<file path="config.mk">
export PLATFORM = sky130hd
export DESIGN_NAME = mpp_fetch_unit_flat
export DESIGN_NICKNAME = d
export VERILOG_FILES = /design/src/rtl/mpp_fetch_if.sv /design/src/rtl/mpp_fetch_unit.sv /design/src/flat_wrapper.sv
export SDC_FILE = /design/constraint.sdc
export NUM_CORES = 1
export LEC_CHECK = 0
export ABC_AREA = 0
export CAP_MARGIN = 20
export CORE_ASPECT_RATIO = 0.6
export CORE_MARGIN = 5
export CORE_UTILIZATION = 40
export CTS_BUF_LIST = sky130_fd_sc_hd__clkbuf_8
export DETAILED_ROUTE_END_ITERATION = 12
export SYNTH_ARGS = -nofsm -noshare
export SYNTH_HDL_FRONTEND = slang
export SYNTH_SLANG_ARGS = --single-unit
</file>
<file path="constraint.sdc">
create_clock -name clk -period 2.8 [get_ports clk]
set_input_delay 0.56 -clock clk [delete_from_list [all_inputs] [get_ports clk]]
set_output_delay 0.56 -clock clk [all_outputs]
set_load 0.02 [all_outputs]
</file>
<file path="src/rtl/mpp_fetch_if.sv">
// Fetch-unit bus: core handshake, jump request and byte-wide program-memory port.
interface mpp_fetch_if #(
    parameter int ADDR_W = 16,
    parameter int DATA_W = 8
);
    logic              fetch_en;
    logic              jump;
    logic [ADDR_W-1:0] jump_addr;
    logic [DATA_W-1:0] instr;
    logic [ADDR_W-1:0] instr_addr;
    logic              instr_valid;
    logic              instr_ready;
    logic [ADDR_W-1:0] program_addr;
    logic              program_cs_n;
    logic [DATA_W-1:0] program_data;

    // Core plus program memory side.
    modport master (
        output fetch_en, jump, jump_addr, instr_ready, program_data,
        input  instr, instr_addr, instr_valid, program_addr, program_cs_n
    );

    // Fetch unit side.
    modport slave (
        input  fetch_en, jump, jump_addr, instr_ready, program_data,
        output instr, instr_addr, instr_valid, program_addr, program_cs_n
    );
endinterface

</file>
<file path="src/rtl/mpp_fetch_unit.sv">
// Instruction fetch controller: one byte read in flight at a time, prefetch FIFO
// towards the core, jump redirect with FIFO flush.
module mpp_fetch_unit #(
    parameter int              ADDR_W      = 16,
    parameter int              DATA_W      = 8,
    parameter int              DEPTH       = 4,
    parameter int              WAIT_STATES = 1,
    parameter logic [ADDR_W-1:0] RESET_PC  = '0
) (
    input  logic       clk,
    input  logic       rst_n,
    mpp_fetch_if.slave bus
);
    localparam int PW = $clog2(DEPTH);
    localparam int CW = PW + 1;

    localparam logic [1:0] S_IDLE = 2'd0;
    localparam logic [1:0] S_REQ  = 2'd1;
    localparam logic [1:0] S_GAP  = 2'd2;

    logic [1:0]        state_q, state_d;
    logic              cs_n_q, cs_n_d;
    logic [ADDR_W-1:0] paddr_q, paddr_d;
    logic [ADDR_W-1:0] pc_q, pc_d;
    logic [3:0]        wait_q, wait_d;
    logic [PW-1:0]     wptr_q, wptr_d;
    logic [PW-1:0]     rptr_q, rptr_d;
    logic [CW-1:0]     count_q, count_d;

    logic [ADDR_W-1:0] mem_addr_q [DEPTH];
    logic [DATA_W-1:0] mem_data_q [DEPTH];

    logic push, pop, can_start, valid;

    assign valid     = (count_q != '0);
    // A jump cancels both the byte being read and any pop in the same cycle.
    assign push      = (state_q == S_REQ) && (wait_q == 4'd0) && !bus.jump;
    assign pop       = valid && bus.instr_ready && !bus.jump;
    // Room is judged on the registered count, so an in-flight byte always fits.
    assign can_start = bus.fetch_en && (count_q < CW'(DEPTH)) && !bus.jump;

    // Fetch sequencer: IDLE/GAP start a request, REQ waits then samples the byte.
    always_comb begin
        state_d = state_q;
        cs_n_d  = cs_n_q;
        paddr_d = paddr_q;
        pc_d    = pc_q;
        wait_d  = wait_q;
        case (state_q)
            S_IDLE, S_GAP: begin
                if (bus.jump) begin
                    state_d = S_GAP;
                    pc_d    = bus.jump_addr;
                end else if (can_start) begin
                    state_d = S_REQ;
                    cs_n_d  = 1'b0;
                    paddr_d = pc_q;
                    wait_d  = 4'(WAIT_STATES);
                end else begin
                    state_d = S_IDLE;
                end
            end
            S_REQ: begin
                if (bus.jump) begin
                    state_d = S_GAP;
                    cs_n_d  = 1'b1;
                    pc_d    = bus.jump_addr;
                end else if (wait_q != 4'd0) begin
                    wait_d  = wait_q - 4'd1;
                end else begin
                    state_d = S_GAP;
                    cs_n_d  = 1'b1;
                    pc_d    = pc_q + ADDR_W'(1);
                end
            end
            default: begin
                state_d = S_IDLE;
                cs_n_d  = 1'b1;
            end
        endcase
    end

    // FIFO pointer and occupancy update; a jump empties the queue.
    always_comb begin
        wptr_d  = wptr_q;
        rptr_d  = rptr_q;
        count_d = count_q;
        if (bus.jump) begin
            wptr_d  = '0;
            rptr_d  = '0;
            count_d = '0;
        end else begin
            if (push) wptr_d = wptr_q + PW'(1);
            if (pop)  rptr_d = rptr_q + PW'(1);
            if (push && !pop)      count_d = count_q + CW'(1);
            else if (pop && !push) count_d = count_q - CW'(1);
        end
    end

    // Control state with asynchronous reset so chip select drops off immediately.
    always_ff @(posedge clk or negedge rst_n) begin
        if (!rst_n) begin
            state_q <= S_IDLE;
            cs_n_q  <= 1'b1;
            paddr_q <= RESET_PC;
            pc_q    <= RESET_PC;
            wait_q  <= 4'd0;
            wptr_q  <= '0;
            rptr_q  <= '0;
            count_q <= '0;
        end else begin
            state_q <= state_d;
            cs_n_q  <= cs_n_d;
            paddr_q <= paddr_d;
            pc_q    <= pc_d;
            wait_q  <= wait_d;
            wptr_q  <= wptr_d;
            rptr_q  <= rptr_d;
            count_q <= count_d;
        end
    end

    // FIFO storage, written with the fetched byte and the address it came from.
    always_ff @(posedge clk) begin
        if (push) begin
            mem_addr_q[wptr_q] <= pc_q;
            mem_data_q[wptr_q] <= bus.program_data;
        end
    end

    // Head is masked to zero while empty so reset and flush present clean outputs.
    assign bus.instr_valid  = valid;
    assign bus.instr        = valid ? mem_data_q[rptr_q] : '0;
    assign bus.instr_addr   = valid ? mem_addr_q[rptr_q] : '0;
    assign bus.program_addr = paddr_q;
    assign bus.program_cs_n = cs_n_q;
endmodule

</file>
<file path="src/flat_wrapper.sv">
// flat-port wrapper written by rule: the top's interface ports become plain ports
module mpp_fetch_unit_flat 
#(
    parameter int              ADDR_W      = 16,
    parameter int              DATA_W      = 8,
    parameter int              DEPTH       = 4,
    parameter int              WAIT_STATES = 1,
    parameter logic [ADDR_W-1:0] RESET_PC  = '0
)
  (clk, rst_n, bus_fetch_en, bus_jump, bus_jump_addr, bus_instr_ready, bus_program_data, bus_instr, bus_instr_addr, bus_instr_valid, bus_program_addr, bus_program_cs_n);
  mpp_fetch_if #(.ADDR_W(ADDR_W), .DATA_W(DATA_W)) bus_i ();
  input  logic clk;
  input  logic rst_n;
  input wire logic [$bits(bus_i.fetch_en)-1:0] bus_fetch_en;
  input wire logic [$bits(bus_i.jump)-1:0] bus_jump;
  input wire logic [$bits(bus_i.jump_addr)-1:0] bus_jump_addr;
  input wire logic [$bits(bus_i.instr_ready)-1:0] bus_instr_ready;
  input wire logic [$bits(bus_i.program_data)-1:0] bus_program_data;
  output wire logic [$bits(bus_i.instr)-1:0] bus_instr;
  output wire logic [$bits(bus_i.instr_addr)-1:0] bus_instr_addr;
  output wire logic [$bits(bus_i.instr_valid)-1:0] bus_instr_valid;
  output wire logic [$bits(bus_i.program_addr)-1:0] bus_program_addr;
  output wire logic [$bits(bus_i.program_cs_n)-1:0] bus_program_cs_n;
  assign bus_i.fetch_en = bus_fetch_en;
  assign bus_i.jump = bus_jump;
  assign bus_i.jump_addr = bus_jump_addr;
  assign bus_i.instr_ready = bus_instr_ready;
  assign bus_i.program_data = bus_program_data;
  assign bus_instr = bus_i.instr;
  assign bus_instr_addr = bus_i.instr_addr;
  assign bus_instr_valid = bus_i.instr_valid;
  assign bus_program_addr = bus_i.program_addr;
  assign bus_program_cs_n = bus_i.program_cs_n;
  mpp_fetch_unit #(.ADDR_W(ADDR_W), .DATA_W(DATA_W), .DEPTH(DEPTH), .WAIT_STATES(WAIT_STATES), .RESET_PC(RESET_PC)) u_core (.clk(clk), .rst_n(rst_n), .bus(bus_i));
endmodule
</file>
---- After elaboration in Yosys (flattened, before gate mapping) ----
Memory sizes are Yosys's and may differ from the RTL's.
Index checks and enable logic that the tools add are counted.
operators by class
  bitwise gates (word level) .............. 1
  $lt $le $gt $ge ......................... 1
  reductions and logical operators ........ 24
  add/sub/neg operators ................... 6
  equal/unequal tests ..................... 8
  muxes and demuxes ....................... 30
operators with widths
  kind                     count
  $mux W16                 4
  $pmux W16 S2             1
  $add A16 B1 Y16 const B  1
  $mux W4                  4
  $mux W2                  7
  $mux W3                  3
  $reduce_and A3 Y1        3
  $logic_and A1 B1 Y1      8
  $mux W8                  1
  $ne A2 B2 Y1 const B     4
  $pmux W4 S2              1
  $mux W1                  7
  $reduce_bool A2 Y1       3
  $reduce_bool A3 Y1       2
  $reduce_and A5 Y1        1
  $add A2 B1 Y2 const B    2
  $logic_not A4 Y1         1
  $pmux W2 S2              1
  $reduce_bool A4 Y1       1
  $sub A4 B1 Y4 const B    1
  $add A3 B1 Y3 const B    1
  $logic_not A1 Y1         3
  $lt A3 B3 Y1 const B     1
  $ne A3 B3 Y1 const B     1
  8 further kinds          8
word-level totals
  input port bits ......................... 29
  logic and storage cells ................. 80
  memories ................................ 2
  bits in writable memories ............... 96
  flip-flop bits (word level) ............. 46
  output and inout port bits .............. 42
memories
  name               words  width  rd ports  clocked after memory_dff  write ports  line                  text
  u_core.mem_addr_q  4      16     1         0                         1            mpp_fetch_unit.sv:30  logic [ADDR_W-1:0] mem_addr_q [DEPTH];
  u_core.mem_data_q  4      8      1         0                         1            mpp_fetch_unit.sv:31  logic [DATA_W-1:0] mem_data_q [DEPTH];

---- Logic depth before layout (Yosys ltp) ----
Gate-level depths: netlist of run 1.
  depth in word-level cells ............... 8
  depth in mapped cells ................... 9
  mapped depth without buffers ............ 9

---- Least setup slack after synthesis of run 1 ----
OpenSTA, ideal clock, no wires.
  path kind ............................... input to register
  start ................................... input bus_jump
  end ..................................... memory u_core.mem_addr_q[0][0], enable pin
  stages .................................. 3
  required time ........................... 2.417 ns
  arrival ................................. 1.749 ns
  path buffers ............................ 1
  slack ................................... 0.668 ns
  library setup time ...................... 0.383 ns
  cells stage by stage .................... nor3b_2 clkbuf_1 and3_1
on the way
  cells in the longest elaborated chain, start to end .. 4
RTL lines
  element                        line                   text
  from (decl)                    flat_wrapper.sv:15     input wire logic [$bits(bus_i.jump)-1:0] bus_jump;
  $logic_not A1 Y1               mpp_fetch_unit.sv:37   assign push = (state_q == S_REQ) && (wait_q == 4'd0) && !bus.jump;
  $logic_and A1 B1 Y1            mpp_fetch_unit.sv:37
  $mux W1                        mpp_fetch_unit.sv:125  if (push) begin
  $mux W1 (implied by the code)  mpp_fetch_unit.sv:126  mem_addr_q[wptr_q] <= pc_q;
  to (decl)                      mpp_fetch_unit.sv:30
Every way passes these cells.

---- Final worst setup path of run 1 ----
  start ................................... register u_core.count_q[0]
  end ..................................... output bus_instr_valid
on the way
  cells in the longest elaborated chain, start to end .. 1
RTL lines
  element                 line                   text
  from (decl)             mpp_fetch_unit.sv:28   logic [CW-1:0] count_q, count_d;
  from (signal assigned)  mpp_fetch_unit.sv:119  count_q <= count_d;
  $reduce_bool A3 Y1      mpp_fetch_unit.sv:35   assign valid = (count_q != '0);
  to (decl)               flat_wrapper.sv:21     output wire logic [$bits(bus_i.instr_valid)-1:0] bus_instr_valid;
Every way passes these cells.

==> metrics, run 1 <==
status=finished, final reports clean; DP Worst Slack=about 0.2 ns; vias in the first global route=around 3600; ANT cells=0; Die ar.=0.0176 mm^2; pwr dens=901 mW/mm^2; DRC=0; CP max stage delay=0.52 ns; Post-CTS Setup Repair Bufs=0; Core ar.=0.0146 mm^2; Setup crit end kind=output port; Overflow after GRT=0; Top Ports=71; via density per instance=5.18; Worst-Margin Slew=0.623 ns; clock latency at the later pin of the worst-skew pair=0.43 ns; first-pass GRT wire length=20400 um; Root Buffer Master=clkbuf_8; Synth cell types=50; Setup TNS Final=0 ns; Worst Setup Start Kind=flip-flop; most frequent cells in the layout=edfxtp_1 (96), clkdlybuf4s50_1 (45), dfrtp_1 (44); Clk pwr share=0.240; DRT Pass-1 Iters=4; Initial Util=0.412; Post-Syn Area per Cell=15.7 um^2; Final nets=506; Buffers on Ports=70; Max clock buf depth=2; sequential fraction of the synthesis area=0.672; WL final=12900 um; sw frac=0.339; Fin. Hold Viols=0; DRT antenna net count=0; Main synth FF type=edfxtp_1; num rows=34; Fmax=around 380 MHz; Buf/Inv on CP=2; Post-synth EDFFs=96; CTS tree=yes; max-cap viol count=0; worst vdd ir=0.367 mV; commonest non-fill, non-tap cell in the layout=edfxtp_1; H-tree Lvls=4; total number of vias=3529; Worst Skew=0.0123 ns; asr flop ratio synth=0.324; syn_nets=419; fin crit share=0.941; Req. time, crit path=about 2.2 ns; Syn Inst Count=383; CP cell instances=or3_4 -> buf_4 -> clkdlybuf4s50_1; # hold bufs at CTS=0; Worst EP arrival=2.07 ns; proportion of layout cells with a drive suffix above 1=0.213; Comb pwr share=0.326; CTS Buf Count=17; initial antenna violation count=0; maximum fanout along the worst path=27; Slew HR=0.584; Design Power=6.72 mW; Flop pwr share=0.434; Post-Syn Area=0.00601 mm^2; RePlAce Congestion=0.798; clk slew on worst S/H paths=around 0.08 ns; worst hold path type=input pin to asynchronous set/reset pin; Yosys warning count=0; Slowest cell on crit path=or3_4; RSZ-0062 raised after global routing=false; Pins Over Slew Limit=0; dpl hpwl=~8700 um; Switch Pwr=2.27 mW; # setup viols final=0; type of the worst setup path=flip-flop to output port; setup ws final=0.165 ns; Sink Count=around 140; initial DRC count=237; Internal=around 4.4 mW; synthesis-to-layout area growth=24.1%; minimum clock period=2.63 ns; height of the die=105 um; routed len/inst=18.9 um; Leak Pwr=roughly 2.7 nW; largest net degree at the start of global routing=41; Synth Register Bits=142; die width=168 um; cell family with most CP delay=buffers and inverters; Total GRT Usage=0.150
Yosys cell counts (2+ instances only):
cell | count | area (um^2)
a21oi_1 | 13 | 65.1
a22oi_1 | 2 | 15.0
a2bb2oi_1 | 9 | 78.8
a31oi_1 | 2 | 12.5
and2_1 | 25 | 156
and3_1 | 7 | 43.8
and4_1 | 3 | 26.3
buf_2 | 10 | 50.1
buf_4 | 3 | 22.5
clkbuf_1 | 7 | 26.3
dfrtp_1 | 45 | 1130
edfxtp_1 | 96 | 2880
ha_1 | 6 | 75.1
inv_1 | 10 | 37.5
mux2_1 | 3 | 33.8
mux2_2 | 18 | 203
mux4_2 | 24 | 541
nand2_1 | 14 | 52.6
nand3_1 | 13 | 65.1
nand4_1 | 5 | 31.3
nor2_1 | 19 | 71.3
o21ai_0 | 10 | 50.1
o21ai_1 | 2 | 10.0
o22ai_1 | 7 | 43.8
o31ai_1 | 2 | 15.0
xor2_1 | 4 | 35.0
metal layers:
layer,vias up,track usage,routed length (um)
li1,1645,-,-
met1,1787,0.230,6320
met2,87,0.213,5710
met3,10,0.0415,725
met4,0,0.0382,101
met5,-,0,0
logic make-up after synthesis:
group,share of synthesized area
AOI/OAI and AO/OA,0.0589
xor gates and xnor gates,0.00583
adders and majority gates,0.0158
buffers and inverters,0.0240
DFF,0.672
muxes,0.131
and+or+nand+nor,0.0927
worst paths after layout:
kind,cells after the start,end,slack [ns],start
worst max register to register,9,u_core.count_q[2],0.36,u_core.wait_q[0]
max in group asynchronous,2,u_core.rptr_q[0],2.14,rst_n
min in group clk,1,u_core.bus.program_addr[15],0.51,u_core.bus.program_addr[15]
worst max-delay path,3,bus_instr_valid,0.17,u_core.count_q[0]
worst min register to register,1,u_core.bus.program_addr[15],0.51,u_core.bus.program_addr[15]
worst min-delay path,1,u_core.bus.program_addr[9],0.02,rst_n
power by group through the flow:
stage	sequential [mW]	clock, mW	combinational [mW]
floorplan	2.96	0	1.25
global placement	2.94	0	2.30
detailed placement	2.95	0	2.33
CTS	2.91	1.65	2.24
global route	2.96	1.75	2.37
finish	2.91	1.61	2.19
area by class of cell:
type / instances / area (um^2)
clock buffers: 17 / 234
clock inverters: 15 / 161
fillers: 1245 / 7130
inverters: 11 / 41.3
multi-input cells: 209 / 1850
flip-flops and latches: 142 / 4040
well taps: 198 / 248
repair buffers: 89 / 891
timing repair:
action                                  in CTS  in global routing
endpoints found under the setup margin      25                  0
resized for setup                           32                  0
endpoints found under the hold margin        0                  0
flip-flops by register name (all words and copies together) (netlist names):
name                     count
u_core.wptr_q                2
u_core.count_q               3
u_core.pc_q                 16
u_core.state_q               2
u_core.wait_q                4
u_core.mem_data_q           32
u_core.mem_addr_q           64
u_core.rptr_q                2
u_core.bus.program_addr     16
u_core.bus.program_cs_n      1
stage by stage:
stage	utilization	instances	instance area (um^2)	hold WS, ns
final	0.511	681	7460	0.0232
after global routing	0.511	681	7460	0.0308
after detailed placement	0.484	649	7070	0.492
after floorplan	-	383	6010	0.264
after global placement	0.484	649	7070	0.485
after CTS	0.511	681	7460	0.00432
Note: power is estimated with default switching activity, not from simulation.
==> run 2: changes to the inputs <==
==> constraint.sdc (replaced) <==
create_clock -name clk -period 2.8 [get_ports clk]
set_input_delay 0.56 -clock clk [delete_from_list [all_inputs] [get_ports clk]]
set_output_delay 0.56 -clock clk [all_outputs]
set_load 0.005 [all_outputs]
==> metrics, run 2 (same netlist as run 1, synthesis figures left out) <==
Leak Pwr=2.77 nW (+1.4%); Core ar.=0.0146 mm^2 (unchanged); Biggest register=u_core.mem_addr_q; Sink Count=142 (unchanged); dpl hpwl=8390 um (-3.6%); minimum clock period=2.72 ns (+0.0880 ns); status=finished, final reports clean; via density per instance=5.25 (+1.3%); Placed Area=0.00705 mm^2 (-0.25%); Initial Util=0.412 (unchanged); cell family with most CP delay=buffers and inverters; CP max stage delay=0.52 ns (about the same); Worst EP arrival=2.16 ns (+0.09 ns); RePlAce Congestion=0.800 (+0.28%); DRT Pass-1 Iters=4 (unchanged); Die ar.=0.0176 mm^2 (unchanged); first-pass GRT wire length=20700 um (+1.5%); num rows=34 (unchanged); type of the worst setup path=flip-flop to output port; Overflow after GRT=0 (unchanged); vias in the first global route=3718 (+4.2%); worst hold path type=input pin to asynchronous set/reset pin; H-tree Lvls=4 (unchanged); Total GRT Usage=0.153 (+0.00209); Max clock buf depth=2 (unchanged); Design Power=6.63 mW (-1.2%); Req. time, crit path=2.24 ns (about the same); Fin. Hold Viols=0 (unchanged); Fmax=367 MHz (-3.2%); Setup crit end kind=output port; clock latency at the later pin of the worst-skew pair=0.44 ns (about the same); worst vdd ir=0.399 mV (+8.7%); # setup viols final=0 (unchanged); DP Worst Slack=0.240 ns (+0.0344 ns); start of the worst register-to-register path=u_core.wait_q[0]; height of the die=105 um (unchanged); post-layout util=0.516 (+0.00523); # hold bufs at CTS=0 (unchanged); initial DRC count=291 (+23%); fin crit share=0.972 (+0.0314); RR Endpoint=u_core.count_q[2]; Design Area, Final=0.00753 mm^2 (+1.0%); proportion of layout cells with a drive suffix above 1=0.216 (+0.00297); Root Buffer Master=clkbuf_8; Top Ports=71 (unchanged); synthesis-to-layout area growth=25.4%; total number of vias=3566 (+1.0%); Slowest cell on crit path=mux4_2; most frequent cells in the layout=edfxtp_1 (96), clkdlybuf4s50_1 (54), dfrtp_1 (44); WL final=13000 um (+1.3%); largest net degree at the start of global routing=41 (unchanged); CTS tree=yes; RSZ-0062 raised after global routing=false; Pins Over Slew Limit=0 (unchanged); CP cell instances=buf_12 -> mux4_2 -> and2_1 -> clkdlybuf4s50_1; DRT antenna net count=0 (unchanged); Setup TNS Final=0 ns (unchanged); Register-to-Register Path Depth=9 (unchanged); initial antenna violation count=0 (unchanged); DRC=0 (unchanged); Buffers on Ports=70 (unchanged); ANT cells=0 (unchanged); Final nets=504 (-0.40%); Worst Skew=0.0127 ns (+0.000413 ns); Filler cells=1195 (-4.0%); commonest non-fill, non-tap cell in the layout=edfxtp_1; Slew HR=0.685 (+0.101); r2r setup slk=0.62 ns (+0.26 ns); die width=168 um (unchanged); routed len/inst=19.2 um (+1.6%); Buf/Inv on CP=2 (unchanged); maximum fanout along the worst path=11 (-59%); Worst-Margin Slew=0.469 ns (-0.154 ns); largest registers=u_core.mem_addr_q x64, u_core.mem_data_q x32; CTS Buf Count=17 (unchanged); pwr dens=881 mW/mm^2 (-2.2%); Largest register FFs=64 (unchanged); setup ws final=0.0773 ns (-0.0880 ns); Worst Setup Start Kind=flip-flop; max-cap viol count=0 (unchanged); clk slew on worst S/H paths=0.09 ns (about the same)
## run 2: changes by cell type in the layout (fill, tap and decap cells not counted), sizes merged
cell / previous run / this run
bufinv: 2 / 3
buf: 20 / 18
clkinv: 6 / 4
inv: 16 / 19
clkdlybuf4s50: 45 / 54
clkinvlp: 2 / 0
dlymetal6s2s: 0 / 4
dlygate4sd2: 24 / 11
## run 2: through the flow
stage          hold WS [ns]  cells
4_1_cts              0.0829    679
2_1_floorplan         0.264    383
5_1_grt               0.107    679
6_report             0.0879    679
3_5_place_dp          0.496    645
3_3_place_gp          0.494    645
## run 2: where the power goes
| part | internal (mW) | switching [mW] |
|---|---|---|
| clock network | 0.916 | 0.861 |
| logic | 1.16 | 0.780 |
| registers | 2.57 | 0.344 |
| total | 4.65 | 1.99 |
## run 2: cell type report
type,count,area (um^2),area share
multi-input cells,209,1850,0.245
clock inverters,15,199,0.0264
repair buffers,87,927,0.123
inverters,11,41.3,0.00548
well taps,198,248,0.0329
clock buffers,17,234,0.0311
flip-flops and latches,142,4040,0.536
## run 2: worst max-delay path by stage
stage	from	end	slack, ns	cells past startpoint
after floorplan	bus_jump	u_core.mem_addr_q[0][0]	0.67	3
after global placement	bus_jump	u_core.mem_addr_q[0][13]	0.33	5
after detailed placement	bus_jump	u_core.mem_addr_q[1][3]	0.24	5
after CTS	u_core.rptr_q[0]	bus_instr_addr[12]	0.004	4
after global routing	u_core.rptr_q[0]	bus_instr_addr[8]	0.003	4
final	u_core.rptr_q[0]	bus_instr_addr[8]	0.08	4
## run 2: metal layers
metal | track usage | up-vias | routed length [um]
li1 | - | 1648 | -
met1 | 0.229 | 1774 | 6220
met2 | 0.218 | 134 | 5650
met3 | 0.0498 | 10 | 1060
met4 | 0.0342 | 0 | 99
met5 | 0 | - | 0
## run 2: timing repair
item / 4_1_cts / 5_1_grt
resized for setup: 16 / 4
setup endpoints to repair: 25 / 4
buffers inserted: 1 / 0
cloned: 1 / 0
endpoints found under the hold margin: 0 / 0
==> patch: new RTL, flow settings as in run 1 <==
`DEPTH` is set to 4 in 2 places; all go to 8.
--- a/src/rtl/mpp_fetch_unit.sv
+++ b/src/rtl/mpp_fetch_unit.sv
@@ -4,5 +4,5 @@
     parameter int              ADDR_W      = 16,
     parameter int              DATA_W      = 8,
-    parameter int              DEPTH       = 4,
+    parameter int              DEPTH       = 8,
     parameter int              WAIT_STATES = 1,
     parameter logic [ADDR_W-1:0] RESET_PC  = '0
--- a/src/flat_wrapper.sv
+++ b/src/flat_wrapper.sv
@@ -4,5 +4,5 @@
     parameter int              ADDR_W      = 16,
     parameter int              DATA_W      = 8,
-    parameter int              DEPTH       = 4,
+    parameter int              DEPTH       = 8,
     parameter int              WAIT_STATES = 1,
     parameter logic [ADDR_W-1:0] RESET_PC  = '0
Check against the original RTL: no difference found for any inputs over 4 cycles, from zero or initial values and one cycle with rst_n low; that may be too few to reach the edited logic, so the function may still have changed.
==> patch against run 1 <==
Maximum frequency is 3.1% lower; first-iteration DRC count is 56% higher; clock skew is 10 ps higher; cell count is 51% higher; sequential cell count is 99 higher; sequential power is 56% higher; power is 56% higher; largest power group unchanged; final area is 60% higher; area after synthesis is 63% higher; routed wire length is 72% higher; setup slack worse by 85 ps.
==> patch: results (changes against run 1) <==
status:
  status: "complete, no violations"
placement:
  dpl_cell_area_mm2: 0.0112  # +58%
  dp_slack_ps: -85.8  # -291 ps
  dp_hpwl_mm: 12.7  # +46%
  place_congestion: 0.813  # +1.9%
clock_tree:
  clock_path_buffers: 3  # +1
  clkTransAtPathRegs_ps: 60  # -20 ps
route:
  first_pass_iters: 5  # +1
  vias: 5424  # +54%
  drtIter0Drc: 370  # +56%
  post_drt_wl_per_cell_um: 21.6  # +14%
power:
  power.leakage_nw: 4.01  # +47%
sta:
  setup_ws_ps: 80.6  # -84.7 ps
finish:
  fillerInstances: 2033  # +63%
  num-nets-final: 711  # +41%
  finish.utilization_pct: 49.4  # -1.7 points
synthesis:
  synth_area_leaders: "edfxtp_1, dfrtp_1, mux4_2"
  avgSynthCellArea_um2: 17.5  # +11%
  synth-edff-count: 192  # +100%
  ys_seq_area_share_pct: 71.4  # +4.2 points
  syn-num-nets: 597  # +42%
  synthDistinctLibCells: 49  # -2.0%
global_route:
  grt_pass1_vias: 5808  # +63%
  track_usage_pct: 15.7  # +0.69 points
  grt_pass1_wl_mm: 33.9  # +67%
  grt_max_degree: 42  # +2.4%
setup_path:
  worstPathArrival_ps: 2160  # +90 ps
  reg2reg_depth: 11  # +2
  crit_start: "u_core.rptr_q[0]$_DFFE_PN0P_"
  cp-endpoint: "bus_instr_addr[1]"
  r2r-end: "u_core.count_q[3]$_DFFE_PN0P_"
patch: changes by cell type after synthesis, moves of 11 or more:
cell,change
edfxtp_1,+96
nor2_1,+28
and2_1,-25
mux2i_1,+24
mux4_2,+24
nand2_1,+12
a21oi_1,+11
patch: worst min-delay path by stage:
| stage | startpoint | end | slack, ps | cells past startpoint |
|---|---|---|---|---|
| CTS | rst_n | u_core.pc_q[7]$_DFFE_PN0P_ | 110 | 1 |
| floorplan | rst_n | u_core.bus.program_addr[0]$_DFFE_PN0P_ | 260 | 0 |
| global placement | u_core.wait_q[0]$_DFFE_PN0P_ | u_core.wait_q[0]$_DFFE_PN0P_ | 490 | 1 |
| detailed placement | u_core.bus.program_addr[0]$_DFFE_PN0P_ | u_core.bus.program_addr[0]$_DFFE_PN0P_ | 500 | 1 |
| finish | rst_n | u_core.bus.program_addr[8]$_DFFE_PN0P_ | 120 | 1 |
| global route | rst_n | u_core.pc_q[8]$_DFFE_PN0P_ | 160 | 1 |
patch: metal layers:
layer | vias to the layer above | global-route usage [%] | wire length, um
met2 | 180 | 23.6 | 9820
met5 | - | 0 | 0
met4 | 0 | 3.25 | 338
met1 | 2768 | 23.8 | 10600
met3 | 33 | 3.64 | 1330
li1 | 2443 | - | -
patch: where the power goes:
| part | total [mW] | switching, mW | internal (mW) |
|---|---|---|---|
| Sequential | 4.53 | 0.347 | 4.19 |
| Combinational | 3.22 | 1.66 | 1.56 |
| Clock | 2.76 | 1.33 | 1.43 |
| Total | 10.5 | 3.33 | 7.17 |
patch: area by class of cell:
cell class                 count  share of cell area [%]
timing repair buffer         103                    8.98
clock buffer                  37                    4.27
sequential                   241                    58.6
tap                          322                    3.38
clock inverter                31                    1.57
multi-input combinational    283                    22.9
inverter                       9                   0.283
patch: worst max-delay path: stages (launching register included):
cell     delay (ps)
dfrtp_2         420
buf_6           150
buf_12          150
mux4_2          520
mux2i_2         190
nor2_1           80
buf_4           160
patch: kinds of logic after synthesis:
group | share of synthesized area (%)
DFF | 71.4
and+or+nand+nor | 5.76
muxes | 15.4
AOI/OAI and AO/OA | 3.99
buffers and inverters | 1.57
xor gates and xnor gates | 0.894
adders and majority gates | 0.971
patch: what timing repair did:
action                     4_1_cts  5_1_grt
buffers inserted                 4        1
setup endpoints to repair       24       23
gates cloned                     3        1
hold buffers                     0        0
gates resized for setup         86       17
pin swaps                        0        2
